### src/rtl/io_keysw_dev.sv
// Memory-mapped KEY/SW input device: synchronized keys, debounced switches.
// Define IO_KEYSW_IRQ_EN to add the registered irq output.
module io_keysw_dev #(
    parameter int               DBITS           = 32,
    parameter int               KEYBITS         = 4,
    parameter int               SWBITS          = 10,
    parameter logic [DBITS-1:0] ADDRKDATA       = 32'hFFFFF080,
    parameter logic [DBITS-1:0] ADDRKCTRL       = 32'hFFFFF084,
    parameter logic [DBITS-1:0] ADDRSDATA       = 32'hFFFFF090,
    parameter logic [DBITS-1:0] ADDRSCTRL       = 32'hFFFFF094,
    parameter int               DEBOUNCE_CYCLES = 100000
) (
    input  logic               clk,
    input  logic               reset,
    input  logic [DBITS-1:0]   addr,
    input  logic               rd_en,
    input  logic               wr_en,
    input  logic [DBITS-1:0]   wdata,
    input  logic [KEYBITS-1:0] KEY,
    input  logic [SWBITS-1:0]  SW,
    output logic [DBITS-1:0]   rdata,
    output logic               hit
`ifdef IO_KEYSW_IRQ_EN
    ,
    output logic               irq
`endif
);

    localparam int            CW   = $clog2(DEBOUNCE_CYCLES);
    localparam logic [CW-1:0] CMAX = CW'(DEBOUNCE_CYCLES - 1);

    logic [KEYBITS-1:0] ksync1, ksync, kdata;
    logic [SWBITS-1:0]  ssync1, ssync, sprev, sdata;
    logic [CW-1:0]      cnt;
    logic               krdy, kovr, kie;
    logic               srdy, sovr, sie;

    logic sel_kd, sel_kc, sel_sd, sel_sc;
    logic rd_act, kd_rd, sd_rd, kc_wr, sc_wr;
    logic kchg, sstable, ssat, supd;
    logic unused_wdata;

    assign sel_kd = (addr == ADDRKDATA);
    assign sel_kc = (addr == ADDRKCTRL);
    assign sel_sd = (addr == ADDRSDATA);
    assign sel_sc = (addr == ADDRSCTRL);

    // A simultaneous store wins: no read side effect
    assign rd_act = rd_en & ~wr_en;
    assign kd_rd  = rd_act & sel_kd;
    assign sd_rd  = rd_act & sel_sd;
    assign kc_wr  = wr_en & sel_kc;
    assign sc_wr  = wr_en & sel_sc;

    assign kchg    = (ksync != kdata);
    assign sstable = (ssync == sprev);
    assign ssat    = (cnt == CMAX);
    // Require a stable sample too, so a saturated counter never passes a fresh edge
    assign supd    = sstable & ssat & (ssync != sdata);

    assign unused_wdata = ^{wdata[DBITS-1:9], wdata[7:3], wdata[1:0]};

    always_ff @(posedge clk or posedge reset) begin
        if (reset) begin
            ksync1 <= '0;
            ksync  <= '0;
            ssync1 <= '0;
            ssync  <= '0;
            sprev  <= '0;
        end else begin
            ksync1 <= ~KEY;
            ksync  <= ksync1;
            ssync1 <= SW;
            ssync  <= ssync1;
            sprev  <= ssync;
        end
    end

    always_ff @(posedge clk or posedge reset) begin
        if (reset) begin
            kdata <= '0;
            krdy  <= 1'b0;
            kovr  <= 1'b0;
            kie   <= 1'b0;
        end else begin
            if (kchg) begin
                kdata <= ksync;
                krdy  <= 1'b1;
            end else if (kd_rd) begin
                krdy  <= 1'b0;
            end
            if (kchg && krdy && !kd_rd) begin
                kovr <= 1'b1;
            end else if (kc_wr) begin
                kovr <= kovr & wdata[2];
            end
            if (kc_wr) begin
                kie <= wdata[8];
            end
        end
    end

    always_ff @(posedge clk or posedge reset) begin
        if (reset) begin
            cnt <= '0;
        end else if (!sstable) begin
            cnt <= '0;
        end else if (!ssat) begin
            cnt <= cnt + 1'b1;
        end
    end

    always_ff @(posedge clk or posedge reset) begin
        if (reset) begin
            sdata <= '0;
            srdy  <= 1'b0;
            sovr  <= 1'b0;
            sie   <= 1'b0;
        end else begin
            if (supd) begin
                sdata <= ssync;
                srdy  <= 1'b1;
            end else if (sd_rd) begin
                srdy  <= 1'b0;
            end
            if (supd && srdy && !sd_rd) begin
                sovr <= 1'b1;
            end else if (sc_wr) begin
                sovr <= sovr & wdata[2];
            end
            if (sc_wr) begin
                sie <= wdata[8];
            end
        end
    end

    assign hit = rd_en & (sel_kd | sel_kc | sel_sd | sel_sc);

    always_comb begin
        rdata = '0;
        if (rd_en) begin
            case (addr)
                ADDRKDATA: rdata = DBITS'(kdata);
                ADDRKCTRL: rdata = DBITS'({kie, 5'b0, kovr, 1'b0, krdy});
                ADDRSDATA: rdata = DBITS'(sdata);
                ADDRSCTRL: rdata = DBITS'({sie, 5'b0, sovr, 1'b0, srdy});
                default:   rdata = '0;
            endcase
        end
    end

`ifdef IO_KEYSW_IRQ_EN
    always_ff @(posedge clk or posedge reset) begin
        if (reset) begin
            irq <= 1'b0;
        end else begin
            irq <= (krdy & kie) | (srdy & sie);
        end
    end
`endif

endmodule

### config.mk
export PLATFORM = sky130hd
export DESIGN_NAME = io_keysw_dev
export DESIGN_NICKNAME = d
export VERILOG_FILES = /design/src/rtl/io_keysw_dev.sv
export SDC_FILE = /design/constraint.sdc
export NUM_CORES = 1
export LEC_CHECK = 0
export ABC_AREA = 1
export BUFFER_PORTS_ARGS = -buffer_cell sky130_fd_sc_hd__buf_4
export CORE_MARGIN = 2
export CORE_UTILIZATION = 40
export CTS_BUF_LIST = sky130_fd_sc_hd__clkbuf_4 sky130_fd_sc_hd__clkbuf_8
export CTS_CLUSTER_SIZE = 28
export DETAILED_ROUTE_END_ITERATION = 8
export PLACE_DENSITY = 0.68
export SKIP_CTS_REPAIR_TIMING = 1
export SLEW_MARGIN = 20
export SYNTH_ARGS = -nofsm -noshare
export SYNTH_HDL_FRONTEND = slang
export SYNTH_SLANG_ARGS = --single-unit
### constraint.sdc
create_clock -name clk -period 2 [get_ports clk]
set_input_delay 0 -clock clk [delete_from_list [all_inputs] [get_ports clk]]
set_output_delay 0 -clock clk [all_outputs]
set_load 0.02 [all_outputs]
==> results of run 1 <==
[synthesized netlist by cell type, types with 2 or more instances]
cell type,instances
xor2_1,3
nor2_2,4
nor3_1,3
dfrtp_1,75
xnor2_1,8
nor3_2,3
or2_2,4
o21ai_1,6
buf_6,3
nor2_4,3
nand2_2,3
a21oi_1,9
inv_1,54
nand2_1,112
o21ai_0,9
nor3b_1,3
nand3_1,16
nor2_1,59
nand4_1,16
clkbuf_1,4
o211ai_1,2
buf_4,23
[per-layer routing]
metal / vias to the layer above / part of all wire [%] / GRT usage [%]
li1: 1475 / - / -
met1: 1340 / 45 / 19.4
met2: 77 / 48 / 24.9
met3: 8 / 5.0 / 2.91
met4: 0 / 1.4 / 6.53
met5: - / 0 / 0
[cells in the final DEF (no fill, tap or decap), drive strengths merged]
| cell | synthesis | final |
|---|---|---|
| a21oi | 9 | 9 |
| buf | 26 | 67 |
| nor3b | 3 | 3 |
| o21ai | 16 | 16 |
| clkbuf | 4 | 10 |
| or2 | 4 | 4 |
| a31oi | 1 | 1 |
| xor2 | 3 | 3 |
| nor2b | 1 | 1 |
| nand3b | 1 | 1 |
| xnor2 | 8 | 8 |
| clkinv | 0 | 3 |
| nand4 | 16 | 16 |
| bufinv | 0 | 2 |
| nor3 | 6 | 6 |
| nand3 | 17 | 17 |
| inv | 55 | 56 |
| a211oi | 1 | 1 |
| nand2 | 115 | 115 |
| a21o | 1 | 1 |
| ha | 1 | 1 |
| o211ai | 2 | 2 |
| o211a | 1 | 1 |
| conb | 1 | 22 |
| nor2 | 66 | 66 |
| dfrtp | 75 | 75 |
| dlygate4sd3 | 0 | 18 |
[final cells by class]
| cell class | count | area (µm²) | area share [%] |
|---|---|---|---|
| Clock inverter | 6 | 87.6 | 1.94 |
| Inverter | 55 | 206 | 4.56 |
| Tap cell | 108 | 135 | 2.99 |
| Multi-Input combinational cell | 294 | 1390 | 30.6 |
| Sequential cell | 75 | 1880 | 41.5 |
| Timing Repair Buffer | 85 | 696 | 15.4 |
| Clock buffer | 10 | 138 | 3.04 |
[worst max-delay path, delay by kind of cell, from the launching register on]
family / cells / cell delay, ns
buffers and inverters: 1 / 0.08
DFF: 1 / 0.40
adders and majority gates: 1 / 0.22
and+or+nand+nor: 8 / 0.97
[flip-flops by register name, indices dropped and copies added, names as in the netlist]
name and count:
ssync1 10, sie 1, ksync1 4, kovr 1, sovr 1, sdata 10
kdata 4, ksync 4, kie 1, sprev 10, srdy 1, cnt 17
ssync 10, krdy 1
[kinds of logic after synthesis]
kind of cell | Yosys count | share of synthesized area [%]
DFF | 75 | 52.0
xor gates and xnor gates | 11 | 2.67
AOI/OAI and AO/OA | 31 | 4.85
and+or+nand+nor | 229 | 28.2
buffers and inverters | 85 | 11.9
other | 1 | 0.104
adders and majority gates | 1 | 0.347
[where the power goes]
group / internal [mW] / switching [mW]
logic: 0.122 / 0.122
registers: 1.56 / 0.0299
clock network: 0.739 / 0.556
total: 2.42 / 0.708
[how the worst max path moves through the flow]
| stage | from | end | slack [ns] | depth (start not counted) |
|---|---|---|---|---|
| 2_1_floorplan | reset | cnt[0]$_DFFE_PP0P_ | 0.09 | 1 |
| 6_report | cnt[0]$_DFFE_PP0P_ | sdata[6]$_DFFE_PP0P_ | 0.22 | 10 |
| 4_1_cts | cnt[0]$_DFFE_PP0P_ | sdata[6]$_DFFE_PP0P_ | 0.1 | 10 |
| 3_3_place_gp | cnt[0]$_DFFE_PP0P_ | sdata[4]$_DFFE_PP0P_ | 0.18 | 10 |
| 5_1_grt | cnt[0]$_DFFE_PP0P_ | sdata[8]$_DFFE_PP0P_ | 0.04 | 10 |
| 3_5_place_dp | cnt[0]$_DFFE_PP0P_ | sdata[6]$_DFFE_PP0P_ | 0.12 | 10 |
==> results.sh, run 1 <==
export IMPL_syn_area_um2=3610
export IMPL_worst_hold_path_type="in -> reg"
export IMPL_dieWidth_um=99.0
export IMPL_worstPathCellList="ha_1 -> nand3_2 -> nor2_4 -> nand2_2 -> inv_1 -> nand2_2 -> nor2_1 -> nand2_2 -> nand2_1 -> nand2_1"
export IMPL_syn_inst=433
export IMPL_clock_skew_ns=0.00908
export IMPL_place_hpwl_mm=5.08
export IMPL_grt_max_degree=36
export IMPL_synth_top_cell_area_share_pct=52.0
export IMPL_critPathLaunchType="flop"
export IMPL_outcome="finished with violations"
export IMPL_synthFlopType="dfrtp_1"
export IMPL_min_from="wdata[2]"
export IMPL_io_pins=115
export IMPL_dpl_cell_count=599
export IMPL_ys_warn_count=0
export IMPL_final_nets=603
export IMPL_cts_root_buf="clkbuf_8"
export IMPL_overflow=0
export IMPL_fill_cells=794
export IMPL_clk_pin_slew_ns=0.08
export IMPL_grt_pass1_vias=2747
export IMPL_yosysTopAreaCell="dfrtp_1"
export IMPL_vias_per_cell=4.58
export IMPL_die_y_um=99.0
export IMPL_maxCapViolCount=0
export IMPL_cp_common_cell="nand2_2"
export IMPL_p_leak_nw=2.25
export IMPL_critPathMaxStageDelay_ns=0.40
export IMPL_async_reset_ff_share_pct=100
export IMPL_crit_type="reg -> reg"
export IMPL_r2r_cells=10
export IMPL_min_period_ns=1.78
export IMPL_ys_seq_elements=75
export IMPL_fin_tns_setup_ns=0
export IMPL_clockBufferDepth=2
export IMPL_drive_gt1_share_pct=20.0
export IMPL_wl_mm=6.96
export IMPL_num_antenna_cells=0
export IMPL_arrival_ns=2.01
export IMPL_cts_sinks=75
export IMPL_rrSetupSlack_ns=0.22
export IMPL_hold_ws_ns=-0.0111
export IMPL_rsz0062_at_grt="no"
export IMPL_coreArea_um2=8720
export IMPL_max_freq_mhz=562
export IMPL_wl_per_cell_um=11.0
export IMPL_holdPathEnd="sovr$_DFFE_PP0P_"
export IMPL_avgSynthCellArea_um2=8.33
export IMPL_fin_crit_sh_pct=89.0
export IMPL_rr_endpoint="sdata[6]$_DFFE_PP0P_"
export IMPL_placementRows=34
export IMPL_grt_usage_pct=15.1
export IMPL_port_buffers=62
export IMPL_p_per_area_nw_per_um2=691
export IMPL_cts_buffers_inserted=9
export IMPL_yosysUniqueCellTypes=33
export IMPL_violations="negative hold slack"
export IMPL_fin_ws_ns=0.220
export IMPL_antenna_found_initial=0
export IMPL_grt_pass1_wl_mm=11.9
export IMPL_slew_headroom_pct=54.1
export IMPL_areaGrowthSynthToFinish_pct=25.4
export IMPL_final_util_pct=51.9
export IMPL_setup_violations_final=0
export IMPL_whs_path_depth=5
export IMPL_fin_area_um2=4520
export IMPL_pre_cts_ws_ns=0.117
export IMPL_synth_edf_count=0
export IMPL_htree_levels=3
export IMPL_drt_pass1_iter_count=4
export IMPL_endpoint_kind="flop"
export IMPL_die_area_um2=9800
export IMPL_finalNonFillerCells=633
export IMPL_worstPathRequired_ns=2.23
export IMPL_crit_slowest_cell="dfrtp_1"
export IMPL_drc=0
export IMPL_vias=2900
export IMPL_clk_latency_ns=0.34
export IMPL_place_congestion=0.859
export IMPL_post_dp_cell_area_um2=4120
export IMPL_initial_core_util_pct=41.4
export IMPL_synth_seq_area_share_pct=52.0
export IMPL_vdd_ir_drop_max_mv=0.760
export IMPL_drtIter0Drc=116
export IMPL_cts_tree="built"
export IMPL_hold_viol=1
export IMPL_power_mw=3.13
export IMPL_ant_nets=0
export IMPL_netlist_top_cells_area="dfrtp_1 52%, nand2_1 12%, nor2_1 6.1%"
export IMPL_r2r_start="cnt[0]$_DFFE_PP0P_"
export IMPL_slew_viol_final=0
export IMPL_max_slew_worst_pin_slew_ns=0.688
export IMPL_cp_max_fo=11
No activity file was read; power rests on OpenSTA's default activity.
==> run 2: changes to the inputs <==
- GPL_TIMING_DRIVEN: unset -> 0
==> run 2 against run 1 <==
  * The run still ends with negative hold slack left
  * Cell area grew 4.2%
  * Highest routed layer unchanged
  * Critical endpoint is now sdata[1]$_DFFE_PP0P_
  * Combinational power grew 16%
  * Non-clock buffer count grew 26
  * Setup slack gained 0.026 ns
  * Count of clock-buffer cells in the layout is the same
  * Via count grew 1.1%
  * Sequential power is essentially flat
  * Cell count grew 3.9%
==> results.sh, run 2 (same netlist as run 1, synthesis figures left out) <==
export IMPL_p_seq_share_pct=51.0
export IMPL_min_period_ns=1.75
export IMPL_dieWidth_um=99.0
export IMPL_cts_buffers_inserted=9
export IMPL_clock_skew_ns=0.00852
export IMPL_max_slew_worst_pin_slew_ns=0.534
export IMPL_die_area_um2=9800
export IMPL_endpoint_kind="flop"
export IMPL_cts_tree="built"
export IMPL_switching_power_uw=680
export IMPL_num_antenna_cells=0
export IMPL_antenna_found_initial=0
export IMPL_clockBufferDepth=2
export IMPL_place_hpwl_mm=5.27
export IMPL_power_frac_comb_pct=9.0
export IMPL_use_met1_pct=20.4
export IMPL_cp_max_fo=10
export IMPL_worst_hold_path_type="in -> reg"
export IMPL_placementRows=34
export IMPL_final_common_cell="nand2_1"
export IMPL_rsz0062_at_grt="no"
export IMPL_vias=2933
export IMPL_pre_cts_ws_ns=0.249
export IMPL_hold_ws_ns=-0.00961
export IMPL_final_util_pct=54.0
export IMPL_vias_per_cell=4.46
export IMPL_regMostFlops="cnt"
export IMPL_grt_max_degree=49
export IMPL_p_per_area_nw_per_um2=661
export IMPL_port_buffers=62
export IMPL_met3_usage_pct=3.05
export IMPL_power_mw=3.12
export IMPL_io_pins=115
export IMPL_largest_reg_flops=17
export IMPL_hold_viol=1
export IMPL_p_int_mw=2.44
export IMPL_die_y_um=99.0
export IMPL_crit_type="reg -> reg"
export IMPL_clk_pin_slew_ns=0.07
export IMPL_fin_ws_ns=0.247
export IMPL_overflow=0
export IMPL_drive_gt1_share_pct=22.7
export IMPL_fill_cells=776
export IMPL_setup_violations_final=0
export IMPL_switching_share_pct=21.8
export IMPL_wl_per_cell_um=10.8
export IMPL_clk_latency_ns=0.34
export IMPL_cts_root_buf="clkbuf_8"
export IMPL_violations="negative hold slack"
export IMPL_areaGrowthSynthToFinish_pct=30.6
export IMPL_grt_busiest_layer="met2"
export IMPL_wl_mm=7.12
export IMPL_outcome="finished with violations"
export IMPL_arrival_ns=1.98
export IMPL_drc=0
export IMPL_ant_nets=0
export IMPL_post_dp_cell_area_um2=4320
export IMPL_vdd_ir_drop_max_mv=0.492
export IMPL_maxCapViolCount=0
export IMPL_max_freq_mhz=570
export IMPL_cts_sinks=75
export IMPL_place_congestion=0.879
export IMPL_coreArea_um2=8720
export IMPL_use_met2_pct=24.5
export IMPL_critPathLaunchType="flop"
export IMPL_slew_viol_final=0
export IMPL_final_nets=629
export IMPL_fin_area_um2=4710
export IMPL_fin_crit_sh_pct=87.7
export IMPL_initial_core_util_pct=41.4
export IMPL_slew_headroom_pct=64.2
export IMPL_grt_pass1_wl_mm=12.1
export IMPL_final_cell_mix="112 x nand2_1, 85 x buf_4, 75 x dfrtp_1, 59 x nor2_1, 53 x inv_1"
export IMPL_grt_usage_pct=15.3
export IMPL_pwr_share_clk_pct=40.0
export IMPL_drtIter0Drc=180
export IMPL_worstPathRequired_ns=2.23
export IMPL_htree_levels=3
export IMPL_drt_pass1_iter_count=4
export IMPL_grt_pass1_vias=2742
export IMPL_p_leak_nw=2.37
-- run 2: cell type report --
cell class              count  area, µm²  area share (%)
multi-input cells         294       1380            29.3
inverters                  55        209            4.43
flip-flops and latches     75       1880            39.8
repair buffers             81        673            14.3
clock buffers              10        138            2.92
clock inverters             5       77.6            1.65
well taps                 108        135            2.87
plain buffers              30        221            4.70
-- run 2: worst max-delay path: stages (launching register included) --
cell	delay, ns
dfrtp_1	0.40
ha_1	0.23
nand3_2	0.13
nor2_4	0.14
nand2_2	0.09
inv_1	0.08
nand2_2	0.10
nor2_1	0.12
nand2_1	0.09
buf_6	0.15
nand2_1	0.06
nand2_1	0.05
-- run 2: path summary, 6_finish.rpt --
kind                                startpoint                    to  slack (ns)  cells past startpoint
hold / removal                        wdata[2]      sovr$_DFFE_PP0P_       -0.01                      5
hold reg to reg            ssync1[4]$_DFF_PP0_    ssync[4]$_DFF_PP0_        0.35                      0
setup reg to reg            cnt[0]$_DFFE_PP0P_  sdata[1]$_DFFE_PP0P_        0.25                     11
max in group asynchronous                reset   cnt[12]$_DFFE_PP0P_        1.26                      4
min in group asynchronous                reset   ksync1[0]$_DFF_PP0_        0.20                      3
setup / recovery            cnt[0]$_DFFE_PP0P_  sdata[1]$_DFFE_PP0P_        0.25                     11
-- run 2: layer usage --
layer  share of wire [%]  vias up
li1                    -     1522
met1                  44     1312
met2                  48       88
met3                 5.9       11
met4                 1.5        0
met5                   0        -
-- run 2: power by group through the flow --
stage               clock network (mW)  logic (mW)  registers (mW)
floorplan                            0       0.154            1.61
global placement                     0       0.244            1.62
detailed placement                   0       0.257            1.62
CTS                               1.28       0.257            1.59
global route                      1.36       0.313            1.59
finish                            1.25       0.282            1.59
-- run 2: through the flow --
step           setup TNS [ns]  cells
6_report                    0    658
5_1_grt                     0    658
4_1_cts                     0    640
3_5_place_dp                0    625
3_3_place_gp           -53.15    624
2_1_floorplan               0    454
==> run 3: changes to the inputs <==
- CORE_UTILIZATION: 40 -> 45
- PLACE_DENSITY: 0.68 -> 0.75
==> run 3 against run 2 <==
  * The run now ends clean
  * Register-to-register slack barely moved
  * Wire length rose by 1.1%
  * Count of clock-buffer cells in the layout did not move
  * Non-clock buffer count rose by 1
  * Core utilization rose by 6.5 points
  * Flip-flop and latch count did not move
  * Global-route usage rose by 2.2 points
  * Clock power fell by 5%
  * Power fell by 1.8%
  * Sequential power barely moved
  * Fmax fell by 0.70%
  * Largest cell class unchanged
==> results.sh, run 3 (same netlist as run 1, synthesis figures left out) <==
export IMPL_drive_gt1_share_pct=22.8
export IMPL_final_cell_mix="112 x nand2_1, 85 x buf_4, 75 x dfrtp_1, 59 x nor2_1, 53 x inv_1"
export IMPL_vdd_ir_drop_max_mv=0.566
export IMPL_largest_reg_flops=17
export IMPL_min_period_ns=1.77
export IMPL_place_congestion=0.858
export IMPL_drc=0
export IMPL_grt_max_degree=42
export IMPL_p_per_area_nw_per_um2=650
export IMPL_cp_max_fo=10
export IMPL_worstPathCellList="ha_1 -> nand3_2 -> nor2_4 -> nand2_2 -> inv_1 -> nand2_2 -> nor2_1 -> nand2_1 -> buf_6 -> nand2_1 -> nand2_1"
export IMPL_ant_nets=0
export IMPL_die_area_um2=8750
export IMPL_cts_sinks=75
export IMPL_rrSetupSlack_ns=0.23
export IMPL_fin_area_um2=4700
export IMPL_ff_latch_area_um2=1880
export IMPL_clockBufferDepth=2
export IMPL_htree_levels=3
export IMPL_cts_buffers_inserted=9
export IMPL_max_slew_worst_pin_slew_ns=0.583
export IMPL_port_buffers=62
export IMPL_grt_pass1_vias=2805
export IMPL_fill_cells=668
export IMPL_place_hpwl_mm=5.20
export IMPL_rsz0062_at_grt="no"
export IMPL_vias=3008
export IMPL_multiInputGateArea_um2=1380
export IMPL_pre_cts_ws_ns=0.269
export IMPL_wl_per_cell_um=11.0
export IMPL_clock_skew_ns=0.00783
export IMPL_clk_pin_slew_ns=0.08
export IMPL_outcome="completed"
export IMPL_max_freq_mhz=566
export IMPL_crit_slowest_cell="dfrtp_1"
export IMPL_final_common_cell="nand2_1"
export IMPL_antenna_found_initial=0
export IMPL_arrival_ns=2.01
export IMPL_drt_pass1_iter_count=5
export IMPL_vias_per_cell=4.60
export IMPL_setup_violations_final=0
export IMPL_cts_root_buf="clkbuf_8"
export IMPL_fin_ws_ns=0.234
export IMPL_final_nets=630
export IMPL_grt_usage_pct=17.5
export IMPL_initial_core_util_pct=46.5
export IMPL_drtIter0Drc=143
export IMPL_cts_tree="built"
export IMPL_p_leak_nw=2.36
export IMPL_maxCapViolCount=0
export IMPL_endpoint_kind="flop"
export IMPL_clk_latency_ns=0.35
export IMPL_critPathMaxStageDelay_ns=0.40
export IMPL_areaGrowthSynthToFinish_pct=30.3
export IMPL_wl_mm=7.20
export IMPL_slew_viol_final=0
export IMPL_crit_type="reg -> reg"
export IMPL_dieWidth_um=93.5
export IMPL_grt_pass1_wl_mm=12.0
export IMPL_num_antenna_cells=0
export IMPL_cp_common_cell="nand2_1"
export IMPL_worst_hold_path_type="in -> reg"
export IMPL_die_y_um=93.5
export IMPL_regMostFlops="cnt"
export IMPL_fin_crit_sh_pct=88.3
export IMPL_post_dp_cell_area_um2=4300
export IMPL_io_pins=115
export IMPL_coreArea_um2=7770
export IMPL_hold_viol=0
export IMPL_critPathLaunchType="flop"
export IMPL_overflow=0
export IMPL_power_mw=3.06
export IMPL_placementRows=32
export IMPL_worstPathRequired_ns=2.24
export IMPL_slew_headroom_pct=61.0
==> run 3: cell count changes in the layout (fill, tap and decap cells not counted), sizes merged <==
cell         change
inv              +1
clkinv           +1
bufinv           -1
dlygate4sd3      +1
==> run 3: power by group <==
part	switching, mW	total, mW	internal, mW
registers	0.0288	1.59	1.56
clock network	0.569	1.19	0.620
logic	0.131	0.283	0.152
==> run 3: final timing paths <==
check | start | to | cells past startpoint
setup / recovery | cnt[0]$_DFFE_PP0P_ | sdata[1]$_DFFE_PP0P_ | 11
hold / removal | rd_en | krdy$_DFFE_PP0P_ | 5
setup reg to reg | cnt[0]$_DFFE_PP0P_ | sdata[1]$_DFFE_PP0P_ | 11
hold reg to reg | ksync1[0]$_DFF_PP0_ | ksync[0]$_DFF_PP0_ | 0
max in group asynchronous | reset | cnt[2]$_DFFE_PP0P_ | 4
min in group asynchronous | reset | ksync1[0]$_DFF_PP0_ | 3
==> run 3: critical path, delay by kind of cell (launching register included) <==
family	cells	cell delay [ns]
DFF	1	0.40
adders and majority gates	1	0.24
buffers and inverters	2	0.23
and+or+nand+nor	8	0.79
==> run 3: through the flow <==
stage / hold slack (ns) / TNS, ns / util [%] / instances
after floorplan: 0.0314 / 0 / - / 454
after global placement: 0.109 / -53.12 / 55.1 / 618
after detailed placement: 0.0787 / 0 / 55.4 / 619
after CTS: -0.315 / 0 / 58.1 / 635
after global routing: 0.109 / 0 / 60.6 / 654
final: 0.0812 / 0 / 60.6 / 654
==> run 3: layer usage <==
metal	share of wire, %	global-route usage, %	vias to the layer above
li1	-	-	1536
met1	44	20.8	1370
met2	48	29.9	97
met3	6.4	5.48	5
met4	1.1	6.16	0
met5	0	0	-
==> run 3: cell type report <==
class	count	share of cell area, %
sequential	75	39.9
buffer	30	4.71
clock buffer	10	2.93
timing repair buffer	82	14.4
multi-input combinational	294	29.4
clock inverter	6	1.54
inverter	55	4.44
tap	102	2.71
